**config.mk**
```make
export PLATFORM = sky130hd
export DESIGN_NAME = cv32e40x_xif_aes_result_queue
export DESIGN_NICKNAME = d
export VERILOG_FILES = /design/src/rtl/cv32e40x_pkg.sv /design/src/rtl/cv32e40x_xif_commit_tracker.sv /design/src/rtl/cv32e40x_xif_aes_result_queue.sv
export SDC_FILE = /design/constraint.sdc
export NUM_CORES = 1
export LEC_CHECK = 0
export BUFFER_PORTS_ARGS = -buffer_cell sky130_fd_sc_hd__buf_2
export CORE_ASPECT_RATIO = 1.5
export CORE_MARGIN = 2
export CORE_UTILIZATION = 52
export CTS_BUF_LIST = sky130_fd_sc_hd__clkbuf_4 sky130_fd_sc_hd__clkbuf_8
export CTS_CLUSTER_SIZE = 24
export DETAILED_ROUTE_END_ITERATION = 12
export PLACE_DENSITY_LB_ADDON = 0.12
export SYNTH_ARGS = -nofsm -noshare
export SYNTH_HDL_FRONTEND = slang
export SYNTH_SLANG_ARGS = --single-unit
```
**constraint.sdc**
```tcl
create_clock -name clk_i -period 2.52 [get_ports clk_i]
set_input_delay 0.126 -clock clk_i [delete_from_list [all_inputs] [get_ports clk_i]]
set_output_delay 0.126 -clock clk_i [all_outputs]
set_load 0.01 [all_outputs]
```
**src/rtl/cv32e40x_pkg.sv**
```systemverilog
// Shared types for the XIF AES32 result path.
//  xif_aes_res_entry_t : one buffered FU result {id, rd, data} at the
//                        default XIF widths (4-bit ID, 32-bit data)
//  res_head_e          : disposition of the result-queue head entry
package cv32e40x_pkg;

   localparam int XIF_AES_ID_WIDTH  = 4;
   localparam int XIF_AES_RFW_WIDTH = 32;

   typedef struct packed {
      logic [XIF_AES_ID_WIDTH-1:0]  id;
      logic [4:0]                   rd;
      logic [XIF_AES_RFW_WIDTH-1:0] data;
   } xif_aes_res_entry_t;

   typedef enum logic [1:0] {
      RES_WAIT,
      RES_PRESENT,
      RES_DROP
   } res_head_e;

endpackage

```
**src/rtl/cv32e40x_xif_commit_tracker.sv**
```systemverilog
// Per-instruction-ID commit/kill table for offloaded AES instructions.
//  clk_i, rst_n           : clock, async active-low reset
//  set_valid/id/kill      : commit strobe; marks ID seen with its kill flag
//  clr_valid/id           : retire strobe; clears the slot of a popped head
//  lookup_id              : ID whose registered state is reported
//  seen, kill             : registered table bits for lookup_id
module cv32e40x_xif_commit_tracker #(
   parameter int X_ID_WIDTH = 4
) (
   input  logic                  clk_i,
   input  logic                  rst_n,
   input  logic                  set_valid,
   input  logic [X_ID_WIDTH-1:0] set_id,
   input  logic                  set_kill,
   input  logic                  clr_valid,
   input  logic [X_ID_WIDTH-1:0] clr_id,
   input  logic [X_ID_WIDTH-1:0] lookup_id,
   output logic                  seen,
   output logic                  kill
);

   localparam int SLOTS = 2 ** X_ID_WIDTH;

   logic [SLOTS-1:0] seen_q;
   logic [SLOTS-1:0] kill_q;

   // Clear is applied before set so a commit arriving in the same cycle the
   // ID retires (an ID being reused) is not lost.
   always_ff @(posedge clk_i or negedge rst_n) begin
      if (!rst_n) begin
         seen_q <= '0;
         kill_q <= '0;
      end else begin
         if (clr_valid) begin
            seen_q[clr_id] <= 1'b0;
            kill_q[clr_id] <= 1'b0;
         end
         if (set_valid) begin
            seen_q[set_id] <= 1'b1;
            kill_q[set_id] <= set_kill;
         end
      end
   end

   assign seen = seen_q[lookup_id];
   assign kill = kill_q[lookup_id];

endmodule

```
**src/rtl/cv32e40x_xif_aes_result_queue.sv**
```systemverilog
// In-order result queue between the AES32 coprocessor FU and the XIF result
// channel. Results are held until their ID is committed; killed results are
// dropped without ever being presented.
//  clk_i, rst_n                  : clock, async active-low reset
//  fu_valid_i/ready_o/id/rd/data : FU result push side
//  commit_valid_i/id_i/kill_i    : XIF commit channel
//  result_valid_o/ready_i/id/rd/data/we : XIF result channel
//  count_o                       : occupied entries
module cv32e40x_xif_aes_result_queue
   import cv32e40x_pkg::*;
#(
   parameter int DEPTH       = 2,
   parameter int X_ID_WIDTH  = 4,
   parameter int X_RFW_WIDTH = 32
) (
   input  logic                       clk_i,
   input  logic                       rst_n,
   input  logic                       fu_valid_i,
   output logic                       fu_ready_o,
   input  logic [X_ID_WIDTH-1:0]      fu_id_i,
   input  logic [4:0]                 fu_rd_i,
   input  logic [X_RFW_WIDTH-1:0]     fu_data_i,
   input  logic                       commit_valid_i,
   input  logic [X_ID_WIDTH-1:0]      commit_id_i,
   input  logic                       commit_kill_i,
   output logic                       result_valid_o,
   input  logic                       result_ready_i,
   output logic [X_ID_WIDTH-1:0]      result_id_o,
   output logic [4:0]                 result_rd_o,
   output logic [X_RFW_WIDTH-1:0]     result_data_o,
   output logic                       result_we_o,
   output logic [$clog2(DEPTH):0]     count_o
);

   localparam int AW = $clog2(DEPTH);
   localparam logic [AW:0] PTR_ONE = 1;
   localparam logic [AW:0] CNT_MAX = DEPTH[AW:0];

   // Same layout as xif_aes_res_entry_t, sized by this instance's parameters.
   typedef struct packed {
      logic [X_ID_WIDTH-1:0]  id;
      logic [4:0]             rd;
      logic [X_RFW_WIDTH-1:0] data;
   } entry_t;

   entry_t      mem [DEPTH];
   logic [AW:0] wr_ptr, rd_ptr, count;
   entry_t      head;
   res_head_e   head_state;
   logic        full, empty, push, pop;
   logic        head_seen, head_kill;

   assign full       = (count == CNT_MAX);
   assign empty      = (count == '0);
   assign fu_ready_o = !full;
   assign push       = fu_valid_i && !full;
   assign head       = mem[rd_ptr[AW-1:0]];
   assign count_o    = count;

   cv32e40x_xif_commit_tracker #(
      .X_ID_WIDTH (X_ID_WIDTH)
   ) u_commit_tracker (
      .clk_i     (clk_i),
      .rst_n     (rst_n),
      .set_valid (commit_valid_i),
      .set_id    (commit_id_i),
      .set_kill  (commit_kill_i),
      .clr_valid (pop),
      .clr_id    (head.id),
      .lookup_id (head.id),
      .seen      (head_seen),
      .kill      (head_kill)
   );

   // Head disposition uses only registered table state, so a commit shows
   // up at the head one cycle after its strobe.
   always_comb begin
      head_state = RES_WAIT;
      if (!empty && head_seen) begin
         head_state = head_kill ? RES_DROP : RES_PRESENT;
      end
   end

   assign pop = (head_state == RES_DROP) ||
                ((head_state == RES_PRESENT) && result_ready_i);

   always_comb begin
      result_valid_o = 1'b0;
      result_id_o    = '0;
      result_rd_o    = '0;
      result_data_o  = '0;
      if (head_state == RES_PRESENT) begin
         result_valid_o = 1'b1;
         result_id_o    = head.id;
         result_rd_o    = head.rd;
         result_data_o  = head.data;
      end
   end

   assign result_we_o = result_valid_o;

   always_ff @(posedge clk_i or negedge rst_n) begin
      if (!rst_n) begin
         wr_ptr <= '0;
         rd_ptr <= '0;
         count  <= '0;
      end else begin
         if (push) wr_ptr <= wr_ptr + PTR_ONE;
         if (pop)  rd_ptr <= rd_ptr + PTR_ONE;
         if (push && !pop)      count <= count + PTR_ONE;
         else if (!push && pop) count <= count - PTR_ONE;
      end
   end

   // Storage needs no reset: an entry is only observed between push and pop.
   always_ff @(posedge clk_i) begin
      if (push) mem[wr_ptr[AW-1:0]] <= '{id: fu_id_i, rd: fu_rd_i, data: fu_data_i};
   end

   a_fu_overflow : assert property (@(posedge clk_i) disable iff (!rst_n)
      fu_valid_i |-> fu_ready_o);

   a_result_stable : assert property (@(posedge clk_i) disable iff (!rst_n)
      (result_valid_o && !result_ready_i) |=>
      (result_valid_o && $stable(result_id_o) && $stable(result_rd_o) && $stable(result_data_o)));

endmodule

```
==> impl_metrics.csv, run 1 <==
group,metric,value,unit
critical_path,reg2reg_depth,12,
finish,fill_cells,742,
worst_hold_path,hold_path_end,"u_commit_tracker.seen_q[11]",
cts,cts_tree,"built",
critical_path,cp_max_fo,8,
synth,synth-main-ff-cell,"edfxtp_1",
timing,rsz0062_at_grt,"yes",
floorplanning,fp.dieArea,11000,um^2
timing,setup-violations-final,44,
synth,post_synth_main_area_contributors,"edfxtp_1, dfrtp_1, mux2i_1",
outcome,failed_checks,"negative setup slack",
cts,worstSkewPairLatency,0.43,ns
cts,cts.path.max_buffers,2,
cts,clk_pin_slew,0.07,ns
placed_design,hpwlAfterDp,8.79,mm
worst_hold_path,hold_path_depth,3,
critical_path,arrival,2.67,ns
critical_path,rrSetupSlack,-0.09,ns
route,drt_wl_total,13.3,mm
critical_path,r2r-start,"mem[0][38]",
synth,synth_cell_type_count,45,
cts,clock-root-buffer,"clkbuf_8",
critical_path,crit_start,"rd_ptr[0]",
finish,area_growth,32.7,%
synth,synth_top_area_share,46.5,%
timing,drv_slew,0,
pwr,power,0.00895,W
route,dr.pass1.iters,5,
global_route,overflow,0,
synth,synth_most_common_cell,"edfxtp_1",
critical_path,worstSetupEndpointType,"output pin",
timing,period_minus_slack,2.80,ns
synth,syn_area_per_cell,13.2,um^2
timing,timing.final.crit_share,111,%
route,vias_per_cell,5.59,
finish,final_cells,702,
floorplanning,io_pins,97,
outcome,status,"finished with violations",
route,vias,3922,
critical_path,r2r_end,"count_o[1]",
global_route,antenna_found_initial,0,
synth,synthCells,401,
placed_design,gp_congestion,0.904,
finish,final_nets,624,
synth,synth_area_leader_cell,"edfxtp_1",
critical_path,critical_path.max_stage_delay,0.44,ns
floorplanning,die_y,128,um
worst_hold_path,holdCritPathClass,"in -> reg",
global_route,grtUsageTotal,25.4,%
worst_hold_path,min-delay-start,"commit_id_i[1]",
floorplanning,start_util,52.9,%
placed_design,dpl_cell_area,5980,um^2
critical_path,path_cells,"nand3b_1 > buf_4 > a21o_1 > a41o_1 > nand4_1 > nand3b_4 > buf_12 > a21oi_2 > buf_2",
timing,max_freq,357,MHz
placed_design,io_buffers,96,
timing,worst_pin_slew,0.830,ns
finish,drive_gt1_share,32.3,%
cts,cts_inserted_buffers,17,
route,first_iter_violations,183,
synth,async_reset_ff_share,30.5,%
cts,ctsHtreeMaxLevel,4,
floorplanning,die_w,86.4,um
synth,yosys_warnings,0,
critical_path,critPathLaunchType,"flop",
cts,clock-sinks,118,
synth,synth_edf_count,82,
synth,synth_common_cells,"edfxtp_1, nor2_1, mux2i_1, dfrtp_1, a21oi_1",
global_route,grt_pass1_wl,20.5,mm
critical_path,path_delay_family,"simple AND/OR/NAND/NOR gates",
global_route,grt_max_degree,42,
critical_path,cp.required,2.39,ns
critical_path,path_buf_inv,3,
global_route,grt_pass1_vias,4033,
timing,worst_slew_margin_rel,44.7,%
critical_path,crit_slowest_cell,"dfrtp_2",
pwr,vdd_drop_max,0.000607,V
floorplanning,core_region_area,10000,um^2
route,drc,0,
floorplanning,num_rows,45,
route,drtAntennaViolNets,0,
route,wl_per_cell,18.9,um
critical_path,path_class,"reg -> out",
timing,timing.final.ws_setup,-0.280,ns
flow_run,cap_viol_max_count,0,
timing,hold_viol,0,
timing,fin_tns_setup,-9.66,ns
synth,synth_nets,453,
timing,fin_skew,0.00829,ns
finish,fin_area,7030,um^2
pwr,pwr_density_cell,1270,nW/um^2
finish,insertedDiodeCount,0,
synth,ys_seq_area_share,63.5,%
pwr,p_leak,3.02,nW
synth,synth-seq-cells,118,
placed_design,placed_cells,618,
synth,syn-cell-area,5300,um^2
## worst reg2reg max path, stage by stage (launching register included)
cell      delay (ns)
edfxtp_1        0.45
nand3b_1        0.23
buf_4           0.18
a21oi_1         0.10
o41ai_2         0.39
buf_4           0.18
a41oi_4         0.14
nor3b_4         0.24
inv_2           0.04
ha_1            0.18
xor2_1          0.14
nor2_1          0.12
xor2_1          0.15
## metrics by stage
step	hold WS [ns]	worst slack (ns)	utilization, %
2_1_floorplan	-0.170	-0.159	-
3_3_place_gp	0.256	-0.0335	59.7
3_5_place_dp	0.265	-0.0669	59.7
4_1_cts	0.0342	-0.277	69.3
5_1_grt	0.0528	-0.388	70.2
6_report	0.0512	-0.280	70.2
## worst max path at each step
stage	end	cells after the start
final	result_id_o[2]	9
after global routing	result_id_o[2]	9
after CTS	result_id_o[2]	8
after detailed placement	count_o[1]	10
after global placement	count_o[1]	11
after floorplan	count_o[1]	13
## cells by family after synthesis
logic type | count (synthesis) | synth area share [%]
multiplexers | 57 | 11.0
AO/OA/AOI/OAI | 74 | 10.5
AND/OR/NAND/NOR | 121 | 10.8
adder cells (fa/ha/maj) | 1 | 0.236
flip-flops | 118 | 63.5
XOR/XNOR | 5 | 0.827
buffers and inverters | 25 | 3.12
## where the power goes
group          internal (W)  switching (W)  total, W
Clock              0.000883       0.000807   0.00169
Sequential          0.00272       0.000363   0.00309
Combinational       0.00190        0.00228   0.00418
Total               0.00550        0.00345   0.00895
## layer usage
metal  wire length, um  track usage [%]  up-vias
met2              7390             44.3      131
li1                  -                -     1845
met3               603             7.17       35
met5                 0                0        -
met1              4740             26.9     1911
met4               550             14.8        0
## cell usage in the layout, fill, tap and decap left out, types with 3 or more instances in the layout
master and n:
a21o_1 17, a21oi_1 19, a31oi_1 18, buf_2 94, buf_4 25, buf_6 5, clkbuf_8 17, clkinv_1 3
clkinv_4 4, dfrtp_1 35, dlygate4sd3_1 42, edfxtp_1 82, inv_1 5, inv_6 4, mux2i_1 56, nand2_1 13
nand2b_1 5, nand3b_1 4, nor2_1 66, nor2_2 4, nor3_1 4, o41ai_1 4, or3b_4 3, xor2_1 3
## final cells by class
cell class / instances / area (um^2) / share of cell area (%)
clock buffer: 17 / 234 / 3.33
tap: 117 / 146 / 2.08
multi-input combinational: 258 / 1880 / 26.7
timing repair buffer: 170 / 1230 / 17.5
clock inverter: 15 / 154 / 2.19
inverter: 7 / 26.3 / 0.374
sequential: 118 / 3360 / 47.8
## timing repair
item / CTS / global route
gates resized for setup: 24 / 7
endpoints found under the setup margin: 44 / 74
hold buffers: 42 / 0
cloned: 1 / 1
setup buffers: 4 / 4
pin swaps: 8 / 9
hold endpoints to repair: 118 / 0
## sequential cells by signal, summed over array words and instances (netlist names)
name / flops
mem: 82
u_commit_tracker.kill_q: 16
u_commit_tracker.seen_q: 16
count_o: 2
rd_ptr: 1
wr_ptr: 1
No activity file was read; power rests on OpenSTA's default activity.
==> run 2, diff against run 1 <==
--- a/config.mk
+++ b/config.mk
@@ -12,7 +12,7 @@
 export CTS_BUF_LIST = sky130_fd_sc_hd__clkbuf_4 sky130_fd_sc_hd__clkbuf_8
 export CTS_CLUSTER_SIZE = 24
 export DETAILED_ROUTE_END_ITERATION = 12
-export PLACE_DENSITY_LB_ADDON = 0.12
+export PLACE_DENSITY = 0.78
 export SYNTH_ARGS = -nofsm -noshare
 export SYNTH_HDL_FRONTEND = slang
 export SYNTH_SLANG_ARGS = --single-unit
==> impl_metrics.csv, run 2 (synthesized netlist as in run 1, its figures left out) <==
group,metric,value,unit
outcome,status,"finished with violations",
outcome,failed_checks,"negative setup slack",
cts,clock-sinks,118,
finish,final_cell_mix,"buf_2, edfxtp_1, nor2_1",
timing,drv_slew,0,
finish,drive_gt1_share,34.0,%
floorplanning,start_util,52.9,%
finish,seq_area,3360,um^2
route,first_iter_violations,243,
critical_path,cp_max_fo,29,
pwr,vdd_drop_max,0.000675,V
timing,fin_skew,0.0108,ns
global_route,grtUsageTotal,25.5,%
floorplanning,core_region_area,10000,um^2
floorplanning,die_y,128,um
route,vias_per_cell,5.74,
cts,clk_pin_slew,0.07,ns
timing,hold_slack,0.0579,ns
critical_path,arrival,2.67,ns
floorplanning,fp.dieArea,11000,um^2
cts,cts_inserted_buffers,17,
finish,largest_reg_flops,82,
finish,final_cells,699,
finish,multi_input_area,1920,um^2
route,dr.pass1.iters,8,
finish,final_nets,621,
placed_design,gp_congestion,0.886,
global_route,overflow,0,
critical_path,critPathLaunchType,"flop",
cts,cts.path.max_buffers,2,
timing,rsz0062_at_grt,"yes",
timing,timing.final.crit_share,111,%
timing,worst_slew_margin_rel,44.6,%
timing,max_freq,358,MHz
cts,clock-root-buffer,"clkbuf_8",
timing,worst_pin_slew,0.830,ns
critical_path,worstSetupEndpointType,"output pin",
floorplanning,num_rows,45,
cts,worstSkewPairLatency,0.44,ns
global_route,grt_pass1_wl,20.9,mm
timing,timing.final.ws_setup,-0.276,ns
cts,ctsHtreeMaxLevel,4,
flow_run,cap_viol_max_count,0,
pwr,power,0.00875,W
route,drt_wl_total,13.4,mm
route,vias,4013,
route,wl_per_cell,19.2,um
worst_hold_path,holdCritPathClass,"in -> reg",
cts,cts_tree,"built",
finish,area_growth,32.0,%
placed_design,io_buffers,96,
floorplanning,die_w,86.4,um
finish,final_common_cell,"buf_2",
global_route,grt_pass1_vias,4142,
route,drtAntennaViolNets,0,
global_route,antenna_found_initial,0,
timing,setup-violations-final,45,
global_route,grt_max_degree,42,
timing,hold_viol,0,
route,drc,0,
finish,insertedDiodeCount,0,
critical_path,path_class,"reg -> out",
timing,period_minus_slack,2.80,ns
floorplanning,io_pins,97,
finish,fill_cells,689,
pwr,pwr_density_cell,1250,nW/um^2
pwr,p_leak,2.97,nW
critical_path,cp.required,2.39,ns
placed_design,placed_cells,616,
placed_design,hpwlAfterDp,8.40,mm
==> run 2: cell types whose count changed in the layout (fill, tap and decap cells not counted), sizes merged <==
cell,change
buf,-2
clkinv,-2
clkinvlp,+2
bufinv,-1
==> run 2: final timing paths <==
path / start / end / slack (ns) / cells after the start
worst min register to register: u_commit_tracker.seen_q[11] / u_commit_tracker.seen_q[11] / 0.51 / 2
worst max-delay path: rd_ptr[0] / result_data_o[20] / -0.28 / 9
min in group asynchronous: rst_n / u_commit_tracker.kill_q[0] / 0.32 / 2
max in group asynchronous: rst_n / rd_ptr[0] / 1.61 / 2
worst max register to register: rd_ptr[0] / count_o[1] / -0.23 / 12
worst min-delay path: commit_id_i[1] / u_commit_tracker.seen_q[11] / 0.06 / 3
==> run 2: area by class of cell <==
| class | count | area share (%) |
|---|---|---|
| timing repair buffer | 167 | 16.6 |
| inverter | 7 | 0.376 |
| sequential | 118 | 48.1 |
| multi-input combinational | 258 | 27.5 |
| tap | 117 | 2.09 |
| clock buffer | 18 | 3.45 |
| clock inverter | 14 | 1.81 |
==> run 2: through the flow <==
stage / utilization [%] / area (um^2) / setup WS [ns] / TNS (ns)
after global placement: 59.6 / 5980 / -0.0430 / -0.0430
final: 69.8 / 6990 / -0.276 / -10.72
after global routing: 69.8 / 6990 / -0.377 / -15.85
after detailed placement: 59.6 / 5980 / -0.0444 / -0.0444
after floorplan: - / 5310 / -0.159 / -0.225
after CTS: 69.1 / 6930 / -0.230 / -8.51
==> run 2: where the power goes <==
part	switching, W	leakage (nW)	internal (W)
logic	0.00230	1.59	0.00178
registers	0.000346	1.20	0.00272
clock network	0.000809	0.179	0.000795
==> run 2: what timing repair did <==
item	4_1_cts	5_1_grt
setup buffers	8	1
pin swaps	6	3
hold buffers	42	0
hold endpoints to repair	118	0
gates resized for setup	27	13
endpoints found under the setup margin	44	71
==> run 2: critical path, cell delays in order, from the launching register on <==
cell and delay [ns]:
dfrtp_2 0.46, buf_6 0.15, or3b_4 0.30, a21o_1 0.21, o2111ai_4 0.13, a221oi_4 0.35, nand3b_4 0.14, buf_12 0.19
nor2_1 0.15, buf_2 0.15
==> run 2: metal layers <==
metal | global-route usage (%) | wire length (um) | share of wire [%]
met4 | 11.8 | 483 | 3.6
met2 | 44.0 | 7230 | 54
met1 | 28.3 | 4780 | 36
met3 | 7.82 | 922 | 6.9
met5 | 0 | 0 | 0
